==> src/rtl/virtio_blk_dma.sv <==
// virtio_blk_dma: copies whole 512-byte sectors between guest memory and the disk image
// one word at a time, then writes the virtio status byte and pulses completion.
module virtio_blk_dma #(
  parameter int DISK_SECTORS = 2048
) (
  input  logic        clk,
  input  logic        rstn,
  input  logic        cmd_valid,
  output logic        cmd_ready,
  input  logic [31:0] cmd_type,
  input  logic [63:0] cmd_sector,
  input  logic [31:0] cmd_buffer_addr,
  input  logic [31:0] cmd_len,
  input  logic [31:0] cmd_status_addr,
  output logic        done_valid,
  output logic [7:0]  done_status,
  output logic [31:0] done_len,
  output logic        mem_request_enable,
  output logic        mem_mode,
  output logic [31:0] mem_addr,
  output logic [31:0] mem_wdata,
  output logic [3:0]  mem_wstrb,
  input  logic        mem_response_enable,
  input  logic [31:0] mem_data,
  output logic        disk_request_enable,
  output logic        disk_mode,
  output logic [31:0] disk_addr,
  output logic [31:0] disk_wdata,
  input  logic        disk_response_enable,
  input  logic [31:0] disk_data
);
  localparam logic MEMREQ_READ  = 1'b0;
  localparam logic MEMREQ_WRITE = 1'b1;

  typedef enum logic [3:0] {
    IDLE, CHECK, RD_SRC, WAIT_SRC, WR_DST, WAIT_DST, STATUS, WAIT_STATUS, DONE
  } state_t;

  state_t      state, state_n;
  logic [31:0] c_type, c_buf, c_len, c_stat, idx, idx_n;
  logic [63:0] c_sector;
  logic [7:0]  status, status_n, status_cur;
  logic [32:0] end_sector;
  logic [31:0] mem_a, disk_a, src_data;
  logic        is_out, src_rsp, dst_rsp, last, rd_n, xfer_n, mem_side;

  assign cmd_ready  = state == IDLE;
  assign is_out     = c_type[0];
  assign end_sector = {1'b0, c_sector[31:0]} + {10'd0, c_len[31:9]};
  assign status_n   = c_type > 32'd1 ? 8'd2 :
                      (c_len == 32'd0 || c_len[8:0] != 9'd0 || c_buf[1:0] != 2'd0 ||
                       c_sector[63:32] != 32'd0 || end_sector > 33'(DISK_SECTORS)) ? 8'd1 : 8'd0;
  assign status_cur = state == CHECK ? status_n : status;
  assign src_rsp    = is_out ? mem_response_enable : disk_response_enable;
  assign dst_rsp    = is_out ? disk_response_enable : mem_response_enable;
  assign src_data   = is_out ? mem_data : disk_data;
  assign last       = idx + 32'd1 == {2'b00, c_len[31:2]};
  assign idx_n      = state == CHECK ? 32'd0 : (state == WAIT_DST && dst_rsp) ? idx + 32'd1 : idx;
  // Addresses follow the index the next request will carry, since idx advances on the same edge
  assign mem_a      = c_buf + {idx_n[29:0], 2'b00};
  assign disk_a     = {c_sector[22:0], 9'd0} + {idx_n[29:0], 2'b00};
  assign rd_n       = state_n == RD_SRC;
  assign xfer_n     = rd_n || state_n == WR_DST;
  assign mem_side   = is_out == rd_n;

  always_comb begin
    state_n = state;
    case (state)
      IDLE:        state_n = cmd_valid ? CHECK : IDLE;
      CHECK:       state_n = status_n != 8'd0 ? STATUS : RD_SRC;
      RD_SRC:      state_n = WAIT_SRC;
      WAIT_SRC:    state_n = src_rsp ? WR_DST : WAIT_SRC;
      WR_DST:      state_n = WAIT_DST;
      WAIT_DST:    state_n = dst_rsp ? (last ? STATUS : RD_SRC) : WAIT_DST;
      STATUS:      state_n = WAIT_STATUS;
      WAIT_STATUS: state_n = mem_response_enable ? DONE : WAIT_STATUS;
      DONE:        state_n = IDLE;
      default:     state_n = IDLE;
    endcase
  end

  always_ff @(posedge clk) begin
    if (!rstn) begin
      state               <= IDLE;
      idx                 <= '0;
      status              <= '0;
      done_valid          <= 1'b0;
      done_status         <= '0;
      done_len            <= '0;
      mem_request_enable  <= 1'b0;
      mem_mode            <= MEMREQ_READ;
      mem_addr            <= '0;
      mem_wdata           <= '0;
      mem_wstrb           <= '0;
      disk_request_enable <= 1'b0;
      disk_mode           <= MEMREQ_READ;
      disk_addr           <= '0;
      disk_wdata          <= '0;
    end else begin
      state               <= state_n;
      idx                 <= idx_n;
      mem_request_enable  <= 1'b0;
      disk_request_enable <= 1'b0;
      done_valid          <= 1'b0;
      if (cmd_valid && cmd_ready) begin
        c_type   <= cmd_type;
        c_sector <= cmd_sector;
        c_buf    <= cmd_buffer_addr;
        c_len    <= cmd_len;
        c_stat   <= cmd_status_addr;
      end
      if (state == CHECK) status <= status_n;
      if (xfer_n && mem_side) begin
        mem_request_enable <= 1'b1;
        mem_mode           <= rd_n ? MEMREQ_READ : MEMREQ_WRITE;
        mem_addr           <= mem_a;
        mem_wdata          <= src_data;
        mem_wstrb          <= 4'b1111;
      end
      if (xfer_n && !mem_side) begin
        disk_request_enable <= 1'b1;
        disk_mode           <= rd_n ? MEMREQ_READ : MEMREQ_WRITE;
        disk_addr           <= disk_a;
        disk_wdata          <= src_data;
      end
      if (state_n == STATUS) begin
        mem_request_enable <= 1'b1;
        mem_mode           <= MEMREQ_WRITE;
        mem_addr           <= {c_stat[31:2], 2'b00};
        mem_wdata          <= {4{status_cur}};
        mem_wstrb          <= 4'b0001 << c_stat[1:0];
      end
      if (state_n == DONE) begin
        done_valid  <= 1'b1;
        done_status <= status;
        done_len    <= (status == 8'd0 && !is_out) ? c_len : 32'd0;
      end
    end
  end
endmodule

==> config.mk <==
export PLATFORM = sky130hd
export DESIGN_NAME = virtio_blk_dma
export DESIGN_NICKNAME = d
export VERILOG_FILES = /design/src/rtl/virtio_blk_dma.sv
export SDC_FILE = /design/constraint.sdc
export NUM_CORES = 1
export LEC_CHECK = 0
export ABC_AREA = 1
export CORE_MARGIN = 1
export CORE_UTILIZATION = 50
export CTS_CLUSTER_DIAMETER = 200
export DETAILED_ROUTE_END_ITERATION = 12
export PLACE_DENSITY = 0.78
export SLEW_MARGIN = 10
export SYNTH_ARGS = -nofsm -noshare
export SYNTH_HDL_FRONTEND = slang
export SYNTH_SLANG_ARGS = --single-unit
export TNS_END_PERCENT = 50
==> constraint.sdc <==
create_clock -name clk -period 13.5 [get_ports clk]
set_input_delay 3.375 -clock clk [delete_from_list [all_inputs] [get_ports clk]]
set_output_delay 3.375 -clock clk [all_outputs]
set_load 0.05 [all_outputs]
==> results.sh, run 1 <==
export IMPL_outcome="finished, final reports clean"
export IMPL_place_area_sq_um=25700
export IMPL_insertion_delay_ns=0.60
export IMPL_antenna_violating_nets_post_route=0
export IMPL_antenna_cells_inserted=0
export IMPL_final_net_count=3353
export IMPL_postSynthCellCount=2603
export IMPL_first_pass_iters=8
export IMPL_ctsResizeCount=0
export IMPL_holdWs_ns=0.469
export IMPL_worst_setup_path_type="input pin to flip-flop"
export IMPL_post_route_cells_drive_above_1_share_pct=4.46
export IMPL_grtUsageTotal_pct=31.6
export IMPL_clock_slew_at_reported_path_ffs_ns=0.06
export IMPL_ir_worst_vdd_uv=138
export IMPL_critical_path_required_ns=13.91
export IMPL_yosys_cell_count_top_type="sky130_fd_sc_hd__nand2_1"
export IMPL_synth_seq_area_share_pct=48.2
export IMPL_grt_ovfl_total=0
export IMPL_met1_resource_use_gr_pct=37.2
export IMPL_synth_cell_count_leaders="sky130_fd_sc_hd__nand2_1, sky130_fd_sc_hd__nor2_1, sky130_fd_sc_hd__inv_1"
export IMPL_slew_of_the_pin_with_the_lowest_slew_margin_ns=1.01
export IMPL_finalSetupViolCount=0
export IMPL_yosys_most_used_dff="sky130_fd_sc_hd__dfxtp_1"
export IMPL_synth_avg_cell_area_sq_um=8.08
export IMPL_gp_congestion=0.954
export IMPL_tritoncts_num_buffers=43
export IMPL_synth_area_leaders="sky130_fd_sc_hd__edfxtp_1, sky130_fd_sc_hd__dfxtp_1, sky130_fd_sc_hd__nand2_1, sky130_fd_sc_hd__nor2_1, sky130_fd_sc_hd__nand3_1"
export IMPL_power_density_nw_per_um2=178
export IMPL_report_final_slew_viol_count=0
export IMPL_post_route_cell_area_sq_um=27200
export IMPL_routedWlPerCell_microns=19.2
export IMPL_critical_path_startpoint="mem_response_enable"
export IMPL_final_min_period_over_clock_period_pct=65.8
export IMPL_drt_iter0_drc=1490
export IMPL_setup_slack_ns=4.62
export IMPL_gr_usage_met3_pct=7.20
export IMPL_die_x_microns=207
export IMPL_place_ws_ns=4.22
export IMPL_detailed_place_hpwl_microns=53100
export IMPL_cts_root_buffer_cell="sky130_fd_sc_hd__clkbuf_16"
export IMPL_cts_max_level=2
export IMPL_io_pins=439
export IMPL_fillerInstances=3481
export IMPL_unrepaired_setup_endpoints_after_global_routing="false"
export IMPL_ys_warnings_count=0
export IMPL_synth_edff_count=192
export IMPL_dpl_cell_count=3501
export IMPL_drc=0
export IMPL_cts_tree="done"
export IMPL_placementRows=74
export IMPL_die_area_sq_um=42900
export IMPL_power_leakage_nw=11.2
export IMPL_global_route_peak_usage_layer="met2"
export IMPL_initial_core_utilization_pct=51.1
export IMPL_arrival_ns=9.29
export IMPL_layout_min_cycle_time_ns=8.88
export IMPL_synth_largest_area_cell="sky130_fd_sc_hd__edfxtp_1"
export IMPL_syn_to_final_growth_pct=29.3
export IMPL_end_kind="flip-flop"
export IMPL_final_cells=3580
export IMPL_holdBufCountCts=0
export IMPL_max_cap_viol_count=0
export IMPL_maxSlewHeadroom_pct=32.4
export IMPL_startpoint_type="input pin"
export IMPL_timing_rr_start="c_type[0]"
export IMPL_netlist_area_sq_um=21000
export IMPL_fmaxAchievable_ghz=0.113
export IMPL_netlist_cell_type_count=54
export IMPL_path_max_fanout=27
export IMPL_count_of_buffers_inserted_at_the_top_level_ports=436
export IMPL_cts_sink_count=411
export IMPL_clock_tree_buffer_depth=3
export IMPL_avgViaCountPerCell=5.45
export IMPL_hp_start="mem_wstrb[3]"
export IMPL_largest_net_degree_at_the_start_of_global_routing=95
export IMPL_worstHoldPathType="flip-flop to flip-flop"
export IMPL_finalClockSkew_ns=0.0356
export IMPL_final_setup_tns_ns=0
export IMPL_finalHoldViolCount=0
export IMPL_cts_setup_buffers=0
export IMPL_synth_seq_cells=411
export IMPL_grt_antenna_before_repair=0
export IMPL_netlist_area_leader_share_pct=27.4
export IMPL_grt_first_pass_wirelength_microns=106000
export IMPL_routed_wl_microns=68900
export IMPL_dr_total_vias=19506
export IMPL_asyncSetResetFlopFracSynth_pct=0
export IMPL_grt_use_met2_pct=55.9
export IMPL_die_height_microns=207
export IMPL_first_global_vias=18933
export IMPL_core_area_sq_um=41200
-- through the flow --
stage / power, mW / util [%]
after floorplan: 3.04 / -
after global placement: 3.60 / 62.5
after detailed placement: 3.63 / 62.5
after CTS: 4.85 / 66.0
after global routing: 5.06 / 66.0
final: 4.85 / 66.0
-- worst paths after layout --
kind | depth (start not counted) | end | slack (ns)
hold / removal | 2 | mem_wstrb[3] | 0.47
setup reg to reg | 21 | disk_addr[29] | 7.01
setup / recovery | 21 | disk_addr[29] | 4.62
hold reg to reg | 2 | mem_wstrb[3] | 0.47
-- registers in the layout (all words and copies together), names as in the netlist, 4 cells and up --
name	count
mem_wdata	32
c_len	32
disk_addr	30
status	8
mem_addr	32
c_sector	64
state	4
c_stat	32
disk_wdata	32
done_status	8
idx	32
c_buf	32
c_type	32
mem_wstrb	4
done_len	32
-- placed cells by master, fill, tap and decap left out, drive strengths merged, types with 14 or more instances in the layout --
master | netlist | final
clkbuf | 39 | 55
xor2 | 48 | 48
dfxtp | 219 | 219
inv | 283 | 286
a21oi | 171 | 171
o22ai | 23 | 23
buf | 45 | 14
edfxtp | 192 | 192
clkdlybuf4s50 | 0 | 435
clkinv | 5 | 19
nor4 | 14 | 14
nand4 | 23 | 23
ha | 75 | 75
nand3 | 235 | 235
nor2 | 325 | 325
xnor2 | 25 | 25
nand2 | 623 | 623
nor3 | 27 | 27
o21ai | 140 | 140
mux2i | 32 | 32
-- critical path: stages --
cell	delay, ns
sky130_fd_sc_hd__clkdlybuf4s50_1	0.48
sky130_fd_sc_hd__inv_1	0.06
sky130_fd_sc_hd__o21ai_0	0.35
sky130_fd_sc_hd__inv_1	0.10
sky130_fd_sc_hd__nor2_2	0.42
sky130_fd_sc_hd__clkinv_1	0.86
sky130_fd_sc_hd__o22ai_1	0.66
sky130_fd_sc_hd__ha_1	0.28
sky130_fd_sc_hd__inv_1	0.07
sky130_fd_sc_hd__fa_1	0.43
sky130_fd_sc_hd__nor4_1	0.32
sky130_fd_sc_hd__nor2_1	0.17
sky130_fd_sc_hd__o21ai_0	0.31
sky130_fd_sc_hd__a21oi_1	0.16
sky130_fd_sc_hd__o21ai_0	0.33
sky130_fd_sc_hd__a21oi_1	0.16
sky130_fd_sc_hd__o21ai_0	0.31
sky130_fd_sc_hd__nand3_1	0.12
sky130_fd_sc_hd__nand2_1	0.09
sky130_fd_sc_hd__xor2_1	0.16
sky130_fd_sc_hd__a21oi_1	0.08
-- per-layer routing --
metal	part of all wire (%)	vias to the layer above
met1	40	9147
met2	49	782
met4	3.7	0
li1	-	9437
met5	0	-
met3	7.4	140
-- logic make-up after synthesis --
logic type	Yosys count	synth area share (%)
AOI/OAI and AO/OA	367	9.28
xor gates and xnor gates	76	3.36
adders and majority gates	78	4.75
buffers and inverters	372	7.28
DFF	411	48.2
muxes	32	1.52
other	1	0.0178
and+or+nand+nor	1266	25.5
-- layout make-up --
cell class                      count  area [sq um]  share of cell area (%)
Clock inverter                     24           226                   0.833
Inverter                          288          1080                    3.97
Multi-Input combinational cell   1821          9380                    34.5
Sequential cell                   411         10100                    37.3
Clock buffer                       55          1230                    4.54
Tap cell                          532           666                    2.45
Timing Repair Buffer              449          4460                    16.4
-- report_power, final --
part           switching, mW  leakage [nW]  internal [mW]
combinational           1.29          6.98          0.586
sequential             0.160          3.55           1.58
clock                  0.513         0.720          0.710
Note: power is estimated with default switching activity, not from simulation.
==> run 2: changes to the inputs <==
==> constraint.sdc (replaced) <==
create_clock -name clk -period 8.8 [get_ports clk]
set_input_delay 2.2 -clock clk [delete_from_list [all_inputs] [get_ports clk]]
set_output_delay 2.2 -clock clk [all_outputs]
set_load 0.05 [all_outputs]
==> results.sh, run 2 (synthesis results as in run 1) <==
export IMPL_path_max_fanout=19
export IMPL_insertion_delay_ns=0.60
export IMPL_switching_share_pct=40.7
export IMPL_max_cap_viol_count=0
export IMPL_comb_power_share_pct=39.0
export IMPL_avgViaCountPerCell=5.43
export IMPL_ir_worst_vdd_uv=177
export IMPL_registers_top_by_ff_count="c_sector"
export IMPL_met1_resource_use_gr_pct=36.9
export IMPL_finalSetupViolCount=0
export IMPL_fmaxAchievable_ghz=0.138
export IMPL_cts_setup_buffers=0
export IMPL_most_common_library_cell_in_the_layout_ignoring_fill_and_taps="sky130_fd_sc_hd__nand2_1"
export IMPL_dr_total_vias=19463
export IMPL_grt_antenna_before_repair=2
export IMPL_drc=0
export IMPL_seqPwrFrac_pct=36.1
export IMPL_power_density_nw_per_um2=272
export IMPL_place_area_sq_um=25800
export IMPL_holdBufCountCts=0
export IMPL_critical_path_required_ns=9.23
export IMPL_finalClockSkew_ns=0.0259
export IMPL_finalHoldViolCount=0
export IMPL_largest_register_ff_count=64
export IMPL_worst_setup_path_type="input pin to flip-flop"
export IMPL_routedWlPerCell_microns=19.2
export IMPL_clock_slew_at_reported_path_ffs_ns=0.06
export IMPL_end_kind="flip-flop"
export IMPL_worst_hold_depth=2
export IMPL_power_leakage_nw=11.2
export IMPL_first_pass_iters=5
export IMPL_grt_use_met2_pct=55.3
export IMPL_grt_ovfl_total=0
export IMPL_global_route_peak_usage_layer="met2"
export IMPL_syn_to_final_growth_pct=29.3
export IMPL_detailed_place_hpwl_microns=52700
export IMPL_count_of_buffers_inserted_at_the_top_level_ports=436
export IMPL_grt_first_pass_wirelength_microns=105000
export IMPL_final_net_count=3355
export IMPL_tritoncts_num_buffers=44
export IMPL_final_min_period_over_clock_period_pct=82.3
export IMPL_cts_max_level=2
export IMPL_die_height_microns=207
export IMPL_worstHoldPathType="flip-flop to flip-flop"
export IMPL_routed_wl_microns=68700
export IMPL_gr_usage_met3_pct=7.17
export IMPL_ctsResizeCount=0
export IMPL_startpoint_type="input pin"
export IMPL_power_clock_fraction_pct=24.9
export IMPL_final_setup_tns_ns=0
export IMPL_report_final_slew_viol_count=0
export IMPL_fillerInstances=3479
export IMPL_unrepaired_setup_endpoints_after_global_routing="false"
export IMPL_clock_tree_buffer_depth=3
export IMPL_arrival_ns=7.67
export IMPL_initial_core_utilization_pct=51.1
export IMPL_gp_congestion=0.963
export IMPL_dpl_cell_count=3502
export IMPL_outcome="finished, final reports clean"
export IMPL_first_global_vias=19131
export IMPL_utilization_after_layout_pct=66.0
export IMPL_die_x_microns=207
export IMPL_p_switching_mw=3.01
export IMPL_antenna_violating_nets_post_route=0
export IMPL_intPower_mw=4.39
export IMPL_grtUsageTotal_pct=31.5
export IMPL_holdWs_ns=0.466
export IMPL_largest_net_degree_at_the_start_of_global_routing=193
export IMPL_slew_of_the_pin_with_the_lowest_slew_margin_ns=1.27
export IMPL_layout_min_cycle_time_ns=7.24
export IMPL_final_cells=3585
export IMPL_drt_iter0_drc=1392
export IMPL_maxSlewHeadroom_pct=15.2
export IMPL_die_area_sq_um=42900
export IMPL_core_area_sq_um=41200
export IMPL_placementRows=74
export IMPL_post_route_cell_area_sq_um=27200
export IMPL_most_common_layout_cells="sky130_fd_sc_hd__nand2_1, sky130_fd_sc_hd__clkdlybuf4s50_1, sky130_fd_sc_hd__nor2_1, sky130_fd_sc_hd__inv_1, sky130_fd_sc_hd__nand3_1"
export IMPL_cts_root_buffer_cell="sky130_fd_sc_hd__clkbuf_16"
export IMPL_io_pins=439
export IMPL_cts_tree="done"
export IMPL_reg2reg_depth=21
export IMPL_cts_sink_count=411
export IMPL_post_route_cells_drive_above_1_share_pct=4.26
==> run 2: metrics by stage <==
stage	power, mW	setup slack (ns)
floorplan	4.63	0.873
global placement	5.52	1.34
detailed placement	5.58	1.13
CTS	7.42	1.72
global route	7.75	1.17
finish	7.41	1.56
==> run 2: layout make-up <==
| class | count | area [sq um] | share of cell area (%) |
|---|---|---|---|
| Antenna cell | 2 | 5.00 | 0.0184 |
| Clock inverter | 12 | 139 | 0.510 |
| Inverter | 288 | 1080 | 3.97 |
| Tap cell | 532 | 666 | 2.45 |
| Sequential cell | 411 | 10100 | 37.3 |
| Multi-Input combinational cell | 1821 | 9380 | 34.5 |
| Timing Repair Buffer | 450 | 4480 | 16.5 |
| Clock buffer | 69 | 1310 | 4.81 |
==> run 2: layer usage <==
metal / part of all wire, % / vias to the layer above
met1: 39 / 9081
met4: 4.4 / 0
met3: 7.7 / 164
li1: - / 9439
met5: 0 / -
met2: 49 / 779
==> run 2: critical path, stage by stage <==
cell	delay [ns]
sky130_fd_sc_hd__clkdlybuf4s50_1	0.42
sky130_fd_sc_hd__nand2_1	0.07
sky130_fd_sc_hd__o21ai_0	0.19
sky130_fd_sc_hd__inv_1	0.13
sky130_fd_sc_hd__nor2_2	0.11
sky130_fd_sc_hd__nor2_1	0.39
sky130_fd_sc_hd__clkinv_1	0.68
sky130_fd_sc_hd__o22ai_1	0.54
sky130_fd_sc_hd__ha_1	0.26
sky130_fd_sc_hd__inv_1	0.06
sky130_fd_sc_hd__fa_1	0.43
sky130_fd_sc_hd__nor4_1	0.35
sky130_fd_sc_hd__nor2_1	0.18
sky130_fd_sc_hd__o21ai_0	0.30
sky130_fd_sc_hd__a21oi_1	0.15
sky130_fd_sc_hd__o21ai_0	0.29
sky130_fd_sc_hd__a21oi_1	0.15
sky130_fd_sc_hd__o21ai_0	0.29
sky130_fd_sc_hd__nand3_1	0.12
sky130_fd_sc_hd__nand2_1	0.09
sky130_fd_sc_hd__xor2_1	0.15
sky130_fd_sc_hd__a21oi_1	0.08
==> run 2: worst paths after layout <==
path	slack, ns	start	end
setup reg to reg	2.66	c_type[0]	disk_addr[29]
hold reg to reg	0.47	disk_mode	disk_mode
setup / recovery	1.56	disk_response_enable	disk_addr[29]
hold / removal	0.47	disk_mode	disk_mode
==> run 2: power groups by stage <==
stage	logic (mW)	clock network, mW	registers [mW]
2_1_floorplan	1.20	0	3.43
3_3_place_gp	2.82	0	2.70
3_5_place_dp	2.87	0	2.71
4_1_cts	2.88	1.87	2.67
5_1_grt	3.09	1.95	2.70
6_report	2.89	1.85	2.68
